### config.mk
export PLATFORM = sky130hd
export DESIGN_NAME = ps2_transmitter
export DESIGN_NICKNAME = d
export VERILOG_FILES = /design/src/rtl/ps2_transmitter.sv
export SDC_FILE = /design/constraint.sdc
export NUM_CORES = 1
export LEC_CHECK = 0
export CAP_MARGIN = 20
export CELL_PAD_IN_SITES_DETAIL_PLACEMENT = 1
export CELL_PAD_IN_SITES_GLOBAL_PLACEMENT = 2
export CORE_MARGIN = 5
export CORE_UTILIZATION = 39
export DETAILED_ROUTE_END_ITERATION = 12
export GPL_TIMING_DRIVEN = 0
export PLACE_DENSITY = 0.88
export SLEW_MARGIN = 20
export SYNTH_ARGS = -nofsm -noshare
export SYNTH_HDL_FRONTEND = slang
export SYNTH_SLANG_ARGS = --single-unit
### constraint.sdc
create_clock -name clk_i -period 4.2 [get_ports clk_i]
set_input_delay 0.84 -clock clk_i [delete_from_list [all_inputs] [get_ports clk_i]]
set_output_delay 0.84 -clock clk_i [all_outputs]
set_load 0.02 [all_outputs]
### src/rtl/ps2_transmitter.sv
// PS/2 host-to-device byte transmitter (inhibit, request-to-send, 11-bit frame, ack check); watchdog built only with PS2_TX_TIMEOUT_EN.
// Latency: clock inhibited the cycle after accept for INHIBIT_CYCLES cycles; data line follows a pin falling edge by 3 clk_i cycles.
// Backpressure: tx_ready_o only in IDLE; tx_valid_i while busy is ignored and must be held by the requester.
module ps2_transmitter #(
    parameter int INHIBIT_CYCLES = 5000,
    parameter int TIMEOUT_CYCLES = 1_000_000
) (
    input  logic       clk_i,
    input  logic       rst_i,
    input  logic [7:0] tx_data_i,
    input  logic       tx_valid_i,
    output logic       tx_ready_o,
    input  logic       ps2_clk_i,
    input  logic       ps2_data_i,
    output logic       ps2_clk_oe_o,
    output logic       ps2_data_oe_o,
    output logic       tx_done_o,
    output logic       tx_error_o,
    output logic       busy_o
);

    localparam int IW = (INHIBIT_CYCLES > 1) ? $clog2(INHIBIT_CYCLES) : 1;

    if (INHIBIT_CYCLES < 1 || TIMEOUT_CYCLES < 1) begin : g_bad_cfg
        $error("ps2_transmitter: INHIBIT_CYCLES and TIMEOUT_CYCLES must be >= 1");
    end

    typedef enum logic [2:0] {
        S_IDLE,
        S_INHIBIT,
        S_RTS,
        S_DATA,
        S_ACK,
        S_WAIT_IDLE
    } state_t;

    state_t        state_q, state_n;
    logic [IW-1:0] inh_cnt_q, inh_cnt_n;
    logic [3:0]    bit_idx_q, bit_idx_n;
    logic [8:0]    frame_q, frame_n;
    logic          ok_q, ok_n;
    logic          clk_oe_q, clk_oe_n;
    logic          data_oe_q, data_oe_n;
    logic          done_q, done_n;
    logic          error_q, error_n;

    logic clk_meta, clk_s, clk_s_d;
    logic data_meta, data_s;
    logic ps2_fall;

    always_ff @(posedge clk_i or posedge rst_i) begin
        if (rst_i) begin
            clk_meta  <= 1'b1;
            clk_s     <= 1'b1;
            clk_s_d   <= 1'b1;
            data_meta <= 1'b1;
            data_s    <= 1'b1;
        end else begin
            clk_meta  <= ps2_clk_i;
            clk_s     <= clk_meta;
            clk_s_d   <= clk_s;
            data_meta <= ps2_data_i;
            data_s    <= data_meta;
        end
    end

    assign ps2_fall = clk_s_d & ~clk_s;

`ifdef PS2_TX_TIMEOUT_EN
    localparam int WW = $clog2(TIMEOUT_CYCLES + 1);
    logic [WW-1:0] wd_q, wd_n;
    logic          wd_active;

    assign wd_active = (state_q == S_RTS) || (state_q == S_DATA) ||
                       (state_q == S_ACK) || (state_q == S_WAIT_IDLE);

    always_ff @(posedge clk_i or posedge rst_i) begin
        if (rst_i) begin
            wd_q <= '0;
        end else begin
            wd_q <= wd_n;
        end
    end
`endif

    always_ff @(posedge clk_i or posedge rst_i) begin
        if (rst_i) begin
            state_q   <= S_IDLE;
            inh_cnt_q <= '0;
            bit_idx_q <= '0;
            frame_q   <= '0;
            ok_q      <= 1'b0;
            clk_oe_q  <= 1'b0;
            data_oe_q <= 1'b0;
            done_q    <= 1'b0;
            error_q   <= 1'b0;
        end else begin
            state_q   <= state_n;
            inh_cnt_q <= inh_cnt_n;
            bit_idx_q <= bit_idx_n;
            frame_q   <= frame_n;
            ok_q      <= ok_n;
            clk_oe_q  <= clk_oe_n;
            data_oe_q <= data_oe_n;
            done_q    <= done_n;
            error_q   <= error_n;
        end
    end

    always_comb begin
        state_n   = state_q;
        inh_cnt_n = inh_cnt_q;
        bit_idx_n = bit_idx_q;
        frame_n   = frame_q;
        ok_n      = ok_q;
        clk_oe_n  = clk_oe_q;
        data_oe_n = data_oe_q;
        done_n    = 1'b0;
        error_n   = 1'b0;
`ifdef PS2_TX_TIMEOUT_EN
        wd_n      = wd_active ? wd_q + WW'(1) : wd_q;
`endif

        case (state_q)
            S_IDLE: begin
                clk_oe_n  = 1'b0;
                data_oe_n = 1'b0;
                if (tx_valid_i) begin
                    frame_n   = {~^tx_data_i, tx_data_i};
                    inh_cnt_n = '0;
                    clk_oe_n  = 1'b1;
                    state_n   = S_INHIBIT;
                end
            end
            S_INHIBIT: begin
                if (inh_cnt_q == IW'(INHIBIT_CYCLES - 1)) begin
                    clk_oe_n  = 1'b0;
                    data_oe_n = 1'b1;
                    bit_idx_n = '0;
`ifdef PS2_TX_TIMEOUT_EN
                    wd_n      = '0;
`endif
                    state_n   = S_RTS;
                end else begin
                    inh_cnt_n = inh_cnt_q + IW'(1);
                end
            end
            S_RTS, S_DATA: begin
                // Edges 1..9 present data LSB first then parity; edge 10 releases for the stop bit.
                if (ps2_fall) begin
                    if (bit_idx_q < 4'd9) begin
                        data_oe_n = ~frame_q[bit_idx_q];
                        bit_idx_n = bit_idx_q + 4'd1;
                        state_n   = S_DATA;
                    end else begin
                        data_oe_n = 1'b0;
                        state_n   = S_ACK;
                    end
                end
            end
            S_ACK: begin
                if (ps2_fall) begin
                    ok_n    = ~data_s;
                    state_n = S_WAIT_IDLE;
                end
            end
            S_WAIT_IDLE: begin
                if (clk_s && data_s) begin
                    done_n  = ok_q;
                    error_n = ~ok_q;
                    state_n = S_IDLE;
                end
            end
            default: begin
                clk_oe_n  = 1'b0;
                data_oe_n = 1'b0;
                state_n   = S_IDLE;
            end
        endcase

`ifdef PS2_TX_TIMEOUT_EN
        // Watchdog overrides any completion seen in the same cycle.
        if (wd_active && (wd_q == WW'(TIMEOUT_CYCLES - 1))) begin
            clk_oe_n  = 1'b0;
            data_oe_n = 1'b0;
            done_n    = 1'b0;
            error_n   = 1'b1;
            state_n   = S_IDLE;
        end
`endif
    end

    assign tx_ready_o    = (state_q == S_IDLE);
    assign busy_o        = ~tx_ready_o;
    assign ps2_clk_oe_o  = clk_oe_q;
    assign ps2_data_oe_o = data_oe_q;
    assign tx_done_o     = done_q;
    assign tx_error_o    = error_q;

endmodule

# [Word-level counts from Yosys, hierarchy flattened]
# Index checks and enable logic that the tools add are counted.
[totals] regBits=39
[classes] n_addsub=2 magnitude_cmp=2 eq_ne=13 n_mux=27 n_bitwise=8 reduce_logical=15
[op_table] cell="$mux 13" count=2
[op_table] cell="$pmux 13 s2" count=1
[op_table] cell="$mux 3" count=6
[op_table] cell="$pmux 3 s5" count=1
[op_table] cell="$ne 2x2->1 const B" count=7
[op_table] cell="$add 13x1->13 const B" count=1
[op_table] cell="$eq 13x13->1 const B" count=1
[op_table] cell="$mux 4" count=3
[op_table] cell="$mux 1" count=10
[op_table] cell="$pmux 4 s2" count=1
[op_table] cell="$reduce_xnor 8->1" count=1
[op_table] cell="$not 1->1" count=7
[op_table] cell="$eq 3x2->1 const B" count=2
[op_table] cell="$eq 3x3->1 const B" count=2
[op_table] cell="$pmux 1 s3" count=2
[op_table] cell="$reduce_and 2->1" count=3
[op_table] cell="$reduce_and 3->1" count=2
[op_table] cell="$lt 4x5->1 const B" count=1
[op_table] cell="$reduce_and 5->1" count=1
[op_table] cell="$add 4x1->4 const B" count=1
[op_table] cell="$bmux 1 s4" count=1
[op_table] cell="$lt 4x4->1 const B" count=1
[op_table] cell="$reduce_and 4->1" count=1
[op_table] cell="$reduce_bool 2->1" count=2
[op_table] cell="other kinds (6)" count=7

# [Depth between registers and ports, before layout]
[logic_depth] ltp_word=6 ltp_mapped=7 ltp_nobuf=6

# [Least setup slack after synthesis]
# Ideal clock, no wire load.
[synth_path] path_type="reg2out" from="reg state_q[1]" to="out busy_o" arrival_time_ps=1368 required_time_ps=3360 path_slack_ps=1992 stages_incl_launch_ff=4 path_cell_list="dfrtp_1 > buf_2 > nor3_1 > inv_1"
[synth_between] elab_chain_len=2
[synth_lines] element="from (decl)" line_no="37" text="state_t state_q, state_n;"
[synth_lines] element="from (signal assigned)" line_no="98" text="state_q <= state_n;"
[synth_lines] element="$logic_not 3->1" line_no="193" text="assign tx_ready_o = (state_q == S_IDLE);"
[synth_lines] element="net tx_ready_o" line_no="12" text="output logic tx_ready_o,"
[synth_lines] element="$not 1->1" line_no="194" text="assign busy_o = ~tx_ready_o;"
[synth_lines] element="to (decl)" line_no="19" text="output logic busy_o"
# The timed path passes the listed nets, and every way through them passes these cells.

# [Worst setup path after layout]
[layout_path] from="reg state_q[2]" to="out tx_ready_o"
[layout_between] elab_chain_len=1
[layout_lines] element="$logic_not 3->1" line_no="193"
[layout_lines] element="to (decl)" line_no="12"
# Every way passes these cells.

==> impl_metrics.json <==
{
  "synth.net_count": 230,
  "path_clk_slew_ns": 0.08,
  "vias": 1648,
  "p_leak_nw": 1.02,
  "slew_headroom": 0.495,
  "dieArea_um2": 6760,
  "drv_cap": 0,
  "fin_crit_sh": 0.654,
  "synth_seq_area_share": 0.483,
  "synth_top_family_by_area": "simple AND/OR/NAND/NOR gates",
  "row_count": 26,
  "diodes": 0,
  "crit_path_max_incr_delay_ns": 0.69,
  "timing.final.crit_period_ns": 2.75,
  "layout.cells.most_common": "nand2_1",
  "cts_sinks": 39,
  "setup_tns_ns": 0,
  "hold_path.class": "reg -> reg",
  "tightest_slew_ns": 0.746,
  "switching_share": 0.394,
  "fin_nets": 256,
  "grt_pass1_vias": 1753,
  "power.density_nw_per_um2": 555,
  "p_int_mw": 0.810,
  "p_sw_mw": 0.528,
  "cp-end-kind": "primary output",
  "cts_setup_buffers": 0,
  "power_frac_clock": 0.184,
  "fillers": 602,
  "place.gp.congestion": 0.793,
  "rrSetupSlack_ns": 1.75,
  "slowest_stage": "clkdlybuf4s50_1",
  "setup_violations": 0,
  "start_util": 0.401,
  "cp_max_fo": 9,
  "synthMuxAreaShare": 0.0468,
  "critPathBufInv": 1,
  "finClkSkew_ns": 0.00675,
  "whs_ns": 0.352,
  "clk_path_buf_depth": 2,
  "synth-xor-area-share": 0.0388,
  "grt-ovfl-total": 0,
  "grt_pass1_wl_mm": 8.36,
  "synth-simple-area-share": 0.204,
  "final-max-slew-violation-count": 0,
  "cts_buffers": 5,
  "die_x_um": 82.2,
  "most-common-layout-cells": "nand2_1 (38), dfrtp_1 (34), clkdlybuf4s50_1 (18)",
  "post-route-drc-count": 0,
  "path_cells": "nor3_1 > clkdlybuf4s50_1",
  "design.core.area_um2": 5070,
  "port-buffer-count": 18,
  "synth-compound-area-share": 0.152,
  "via_per_inst": 5.35,
  "irDropWorstVdd_uv": 211,
  "ff_latch_area_um2": 982,
  "track_usage": 0.163,
  "yosys.area_share.adder": 0.0369,
  "drtPass1Iterations": 4,
  "cp-start-kind": "flop",
  "area_delta_synth_final_pct": 18.5,
  "status": "complete, no violations",
  "syn_area_um2": 2030,
  "netlist_instances": 211,
  "htree_levels": 2,
  "drive_gt1_frac": 0.0882,
  "synth-seq-cells": 39,
  "max_freq_mhz": 364,
  "die_h_um": 82.2,
  "ctsResizeCount": 0,
  "multi_input_area_um2": 973,
  "crit_type": "reg -> out",
  "cp.arrival_ns": 1.91,
  "grt_max_degree": 24,
  "wl_per_cell_um": 15.6,
  "synth_warnings": 0,
  "holdBufCountCts": 0,
  "grt_antenna_before_repair": 0,
  "clk_latency_ns": 0.29,
  "cp.required_ns": 3.36,
  "hold_viol": 0,
  "p_seq_frac": 0.399,
  "place_hpwl_mm": 3.64,
  "rsz0062_at_grt": "no",
  "synth_area_per_cell_um2": 9.64,
  "cts_tree": "done",
  "drtAntennaViolNets": 0,
  "io_pins": 19,
  "synth_cell_type_count": 41,
  "drt_iter0_markers": 81,
  "cts-root-buf": "clkbuf_8",
  "critPathTopFamily": "buffers and inverters",
  "p_comb_frac": 0.417,
  "wl_mm": 4.80
}
## registers in the layout, summed over array words and instances (netlist names)
name,count
ps2_data_oe_o,1
frame_q,9
state_q,3
clk_s_d,1
clk_meta,1
bit_idx_q,4
inh_cnt_q,13
ok_q,1
data_s,1
data_meta,1
ps2_clk_oe_o,1
tx_error_o,1
clk_s,1
tx_done_o,1
## cells by family after synthesis
group / after synthesis
buffers and inverters: 20
AND/OR/NAND/NOR: 84
XOR/XNOR: 9
flip-flops: 39
AO/OA/AOI/OAI: 45
multiplexers: 8
adder cells (fa/ha/maj): 6
## area by class of cell
cell class,instances,share of cell area
sequential,39,0.408
inverter,11,0.0171
multi-input combinational,152,0.404
clock inverter,1,0.00208
buffer,9,0.0151
clock buffer,7,0.0317
timing repair buffer,19,0.0862
tap,70,0.0363
## synthesized netlist by cell type
master | n | area [um^2]
or2_2 | 1 | 6.26
nor3_1 | 7 | 35.0
ha_1 | 6 | 75.1
nor4b_1 | 1 | 8.76
or3b_1 | 1 | 8.76
a21oi_1 | 12 | 60.1
a31o_2 | 1 | 8.76
or4_1 | 3 | 22.5
mux4_2 | 1 | 22.5
a31oi_1 | 3 | 18.8
o211ai_1 | 7 | 52.6
xnor2_1 | 6 | 52.6
dfrtp_1 | 34 | 851
and3_1 | 2 | 12.5
nand3_1 | 7 | 35.0
a311o_1 | 1 | 10.0
a41oi_1 | 1 | 8.76
o31ai_1 | 7 | 52.6
xor2_1 | 3 | 26.3
clkbuf_1 | 7 | 26.3
o21ai_0 | 5 | 25.0
nor2_1 | 7 | 26.3
o221ai_1 | 2 | 17.5
inv_1 | 11 | 41.3
nand4_1 | 6 | 37.5
a41o_1 | 1 | 10.0
nor3b_1 | 2 | 15.0
mux2_2 | 2 | 22.5
and2_1 | 2 | 12.5
mux2i_1 | 5 | 50.1
and4_1 | 2 | 17.5
or4b_2 | 1 | 10.0
dfstp_2 | 5 | 131
nand2b_1 | 3 | 18.8
o2bb2ai_1 | 1 | 8.76
a21o_1 | 1 | 7.51
o311ai_0 | 1 | 8.76
buf_2 | 2 | 10.0
a221o_1 | 2 | 20.0
nor2b_1 | 1 | 6.26
nand2_1 | 38 | 143
## per-layer routing
layer / wire (um) / track usage
met3: 119 / 0.0304
met1: 2250 / 0.217
met4: 76 / 0.0548
met5: 0 / 0
met2: 2350 / 0.264
## stage by stage
step / std cells / cell area, um^2 / setup slack [ns] / power (mW) / util
CTS: 308 / 2410 / 1.43 / 1.36 / 0.475
finish: 308 / 2410 / 1.45 / 1.34 / 0.475
global placement: 299 / 2300 / 1.58 / 1.09 / 0.453
floorplan: 211 / 2030 / 1.99 / 0.916 / -
detailed placement: 300 / 2330 / 1.76 / 1.10 / 0.459
global route: 308 / 2410 / 1.33 / 1.46 / 0.475
## worst reg2reg max path, cell delays in order, from the launching register on
cell	delay, ns
dfrtp_1	0.45
nor4b_1	0.71
a41o_1	0.39
clkbuf_1	0.41
a21oi_1	0.15
a31o_2	0.23
## path summary, 6_finish.rpt
check	from	endpoint	cells after the start
worst max-delay path	state_q[2]	tx_ready_o	2
worst min-delay path	data_meta	data_s	0
worst max register to register	inh_cnt_q[3]	inh_cnt_q[1]	5
worst min register to register	data_meta	data_s	0
max in group asynchronous	rst_i	data_meta	3
min in group asynchronous	rst_i	inh_cnt_q[1]	2
## power by group through the flow
| stage | clock [mW] | sequential [mW] | combinational (mW) |
|---|---|---|---|
| after floorplan | 0 | 0.528 | 0.388 |
| after CTS | 0.255 | 0.536 | 0.566 |
| after detailed placement | 0 | 0.542 | 0.563 |
| after global placement | 0 | 0.539 | 0.547 |
| after global routing | 0.277 | 0.548 | 0.630 |
| final | 0.246 | 0.534 | 0.558 |
Power figures use the tool's default switching activity.
==> RTL edit (config.mk and constraints unchanged) <==
Set the parameter `INHIBIT_CYCLES` to 2500 (it was 5000).
--- a/src/rtl/ps2_transmitter.sv
+++ b/src/rtl/ps2_transmitter.sv
@@ -2,7 +2,7 @@
 // Latency: clock inhibited the cycle after accept for INHIBIT_CYCLES cycles; data line follows a pin falling edge by 3 clk_i cycles.
 // Backpressure: tx_ready_o only in IDLE; tx_valid_i while busy is ignored and must be held by the requester.
 module ps2_transmitter #(
-    parameter int INHIBIT_CYCLES = 5000,
+    parameter int INHIBIT_CYCLES = 2500,
     parameter int TIMEOUT_CYCLES = 1_000_000
 ) (
     input  logic       clk_i,
Check against the original RTL: no difference found for any inputs over 10 cycles, from zero or initial values and one cycle with rst_i high; that may be too few to reach the edited logic, so the function may still have changed.
==> RTL edit against the original RTL <==
  * Sequential share of layout area down 1.7 points
  * Utilization up 0.76 points
  * Synthesized area down 0.74%
  * Largest cell class is now multi-input combinational cells
  * Wire length down 3.8%
  * Die area down 0.66%
  * Setup slack better by 0.10 ns
  * Sequential cell count down 1
  * Final area up 1.6%
  * Non-clock buffer count down 2
  * Total power up 21%
==> RTL edit: results <==
group,metric,value,unit
worst_setup_path,r2r_cells,6,
clock_tree,postCtsResizedCells,0,
clock_tree,cts_root_buf,"clkbuf_8",
placement,hpwl,3380,um
clock_tree,htreeDepth,2,
global_route,grt_max_degree,31,
hold_path,hold_path_class,"register to register",
global_route,antenna_found_initial,0,
worst_setup_path,crit_fanout,9,
outcome,status,"completed",
placement,routabilityCongestion,0.775,
power,p_leak,0.00106,uW
logic_synthesis,ys.flop_type,"dfrtp_1",
logic_synthesis,async_reset_ff_share,100,%
logic_synthesis,yosys_warnings,0,
sta,slew_headroom,59.2,%
drt,wl,4620,um
logic_synthesis,yosysUniqueCellTypes,48,
drt,initialDrtViolationCount,78,
worst_setup_path,arrival,1.80,ns
global_route,first_global_vias,1691,
sta,fin_tns_setup,0,ns
clock_tree,path_clk_slew,0.08,ns
placement,portBuffers,18,
logic_synthesis,syn-num-nets,228,
logic_synthesis,synth_area_leaders,"dfrtp_1 41%, nand2_1 7.4%, dfstp_2 6.5%",
global_route,grt_pass1_wl,8020,um
power,vdd_drop_max,0.277,mV
logic_synthesis,yosys-top-cells-count,"40 x nand2_1, 33 x dfrtp_1, 17 x nor2_1, 11 x o21ai_0, 10 x inv_1",
clock_tree,cts_inserted_buffers,5,
final_layout,largest_reg_flops,12,
final_layout,drive_above_1_share,13.1,%
logic_synthesis,ys_seq_area_share,47.4,%
final_layout,antennaDiodeCount,0,
clock_tree,insertion_delay,0.29,ns
final_layout,final_nets,254,
sta,fin_skew,0.00285,ns
clock_tree,cts_buffer_depth,2,
drt,drt-pass1-iter-count,4,
placement,pre_cts_slack,1.53,ns
final_layout,reg_top3,"inh_cnt_q: 12 flops, frame_q: 9 flops, bit_idx_q: 4 flops",
global_route,track_usage,15.8,%
clock_tree,cts_setup_buffers,0,
hold_path,whs_path_depth,0,
power,p_sw_share,37.9,%
drt,via_count,1592,
==> RTL edit: changes by cell type after synthesis, moves of 4 or more <==
cell and change:
clkbuf_1 -4, nor2_1 +10, o31ai_1 -4, o21ai_0 +6, a21oi_1 -9, o211ai_1 -6
==> RTL edit: final timing paths <==
| path | startpoint | endpoint | slack, ns |
|---|---|---|---|
| max in group asynchronous | rst_i | data_s | 2.93 |
| setup / recovery | state_q[2] | tx_ready_o | 1.56 |
| hold reg to reg | clk_meta | clk_s | 0.36 |
| setup reg to reg | inh_cnt_q[0] | inh_cnt_q[8] | 2.06 |
| hold / removal | clk_meta | clk_s | 0.36 |
| min in group asynchronous | rst_i | inh_cnt_q[8] | 0.79 |
==> RTL edit: logic make-up (layout without fill, tap and decap cells) <==
| logic type | after synthesis | count (layout) | share of synthesized area [%] |
|---|---|---|---|
| simple gates | 97 | 97 | 24.7 |
| flops | 38 | 38 | 47.4 |
| compound gates | 32 | 32 | 10.7 |
| buf+inv | 17 | 44 | 4.15 |
| xor+xnor | 13 | 13 | 5.64 |
| fa+ha+maj | 6 | 6 | 3.72 |
| mux | 6 | 6 | 3.72 |
==> RTL edit: per-layer routing <==
metal | vias to the layer above | track usage, % | part of all wire, %
met2 | 14 | 26.4 | 50
met4 | 0 | 5.98 | 1.4
met1 | 790 | 20.0 | 46
met3 | 7 | 3.29 | 2.3
met5 | - | 0 | 0
li1 | 781 | - | -
==> RTL edit: metrics by stage <==
| step | util, % | total power [uW] | hold WS, ns | area (um^2) | std cells |
|---|---|---|---|---|---|
| final | 48.2 | 1620 | 0.357 | 2450 | 306 |
| after global routing | 48.2 | 1750 | 0.362 | 2450 | 306 |
| after CTS | 48.2 | 1640 | 0.358 | 2450 | 306 |
| after detailed placement | 45.4 | 1240 | 0.347 | 2310 | 298 |
| after global placement | 45.0 | 1220 | 0.345 | 2290 | 297 |
| after floorplan | - | 1030 | 0.345 | 2020 | 209 |
==> RTL edit: power by group through the flow <==
stage | Clock [uW] | Sequential, uW | Combinational [uW]
after floorplan | 0 | 540 | 487
after global placement | 0 | 550 | 673
after detailed placement | 0 | 556 | 688
after CTS | 393 | 551 | 695
after global routing | 413 | 562 | 775
final | 385 | 549 | 686
==> RTL edit: layout make-up <==
class                      instances  area [um^2]
tap                               70         87.6
inverter                          10         37.5
clock inverter                     2         60.1
timing repair buffer              19          200
multi-input combinational        154          977
sequential                        38          957
clock buffer                       6         82.6
buffer                             7         46.3
fill                             588         2630
==> RTL edit: critical path: stages (launching register included) <==
cell and delay, ns:
dfrtp_1 0.40, buf_6 0.14, nor3_1 0.30, clkdlybuf4s50_1 0.67
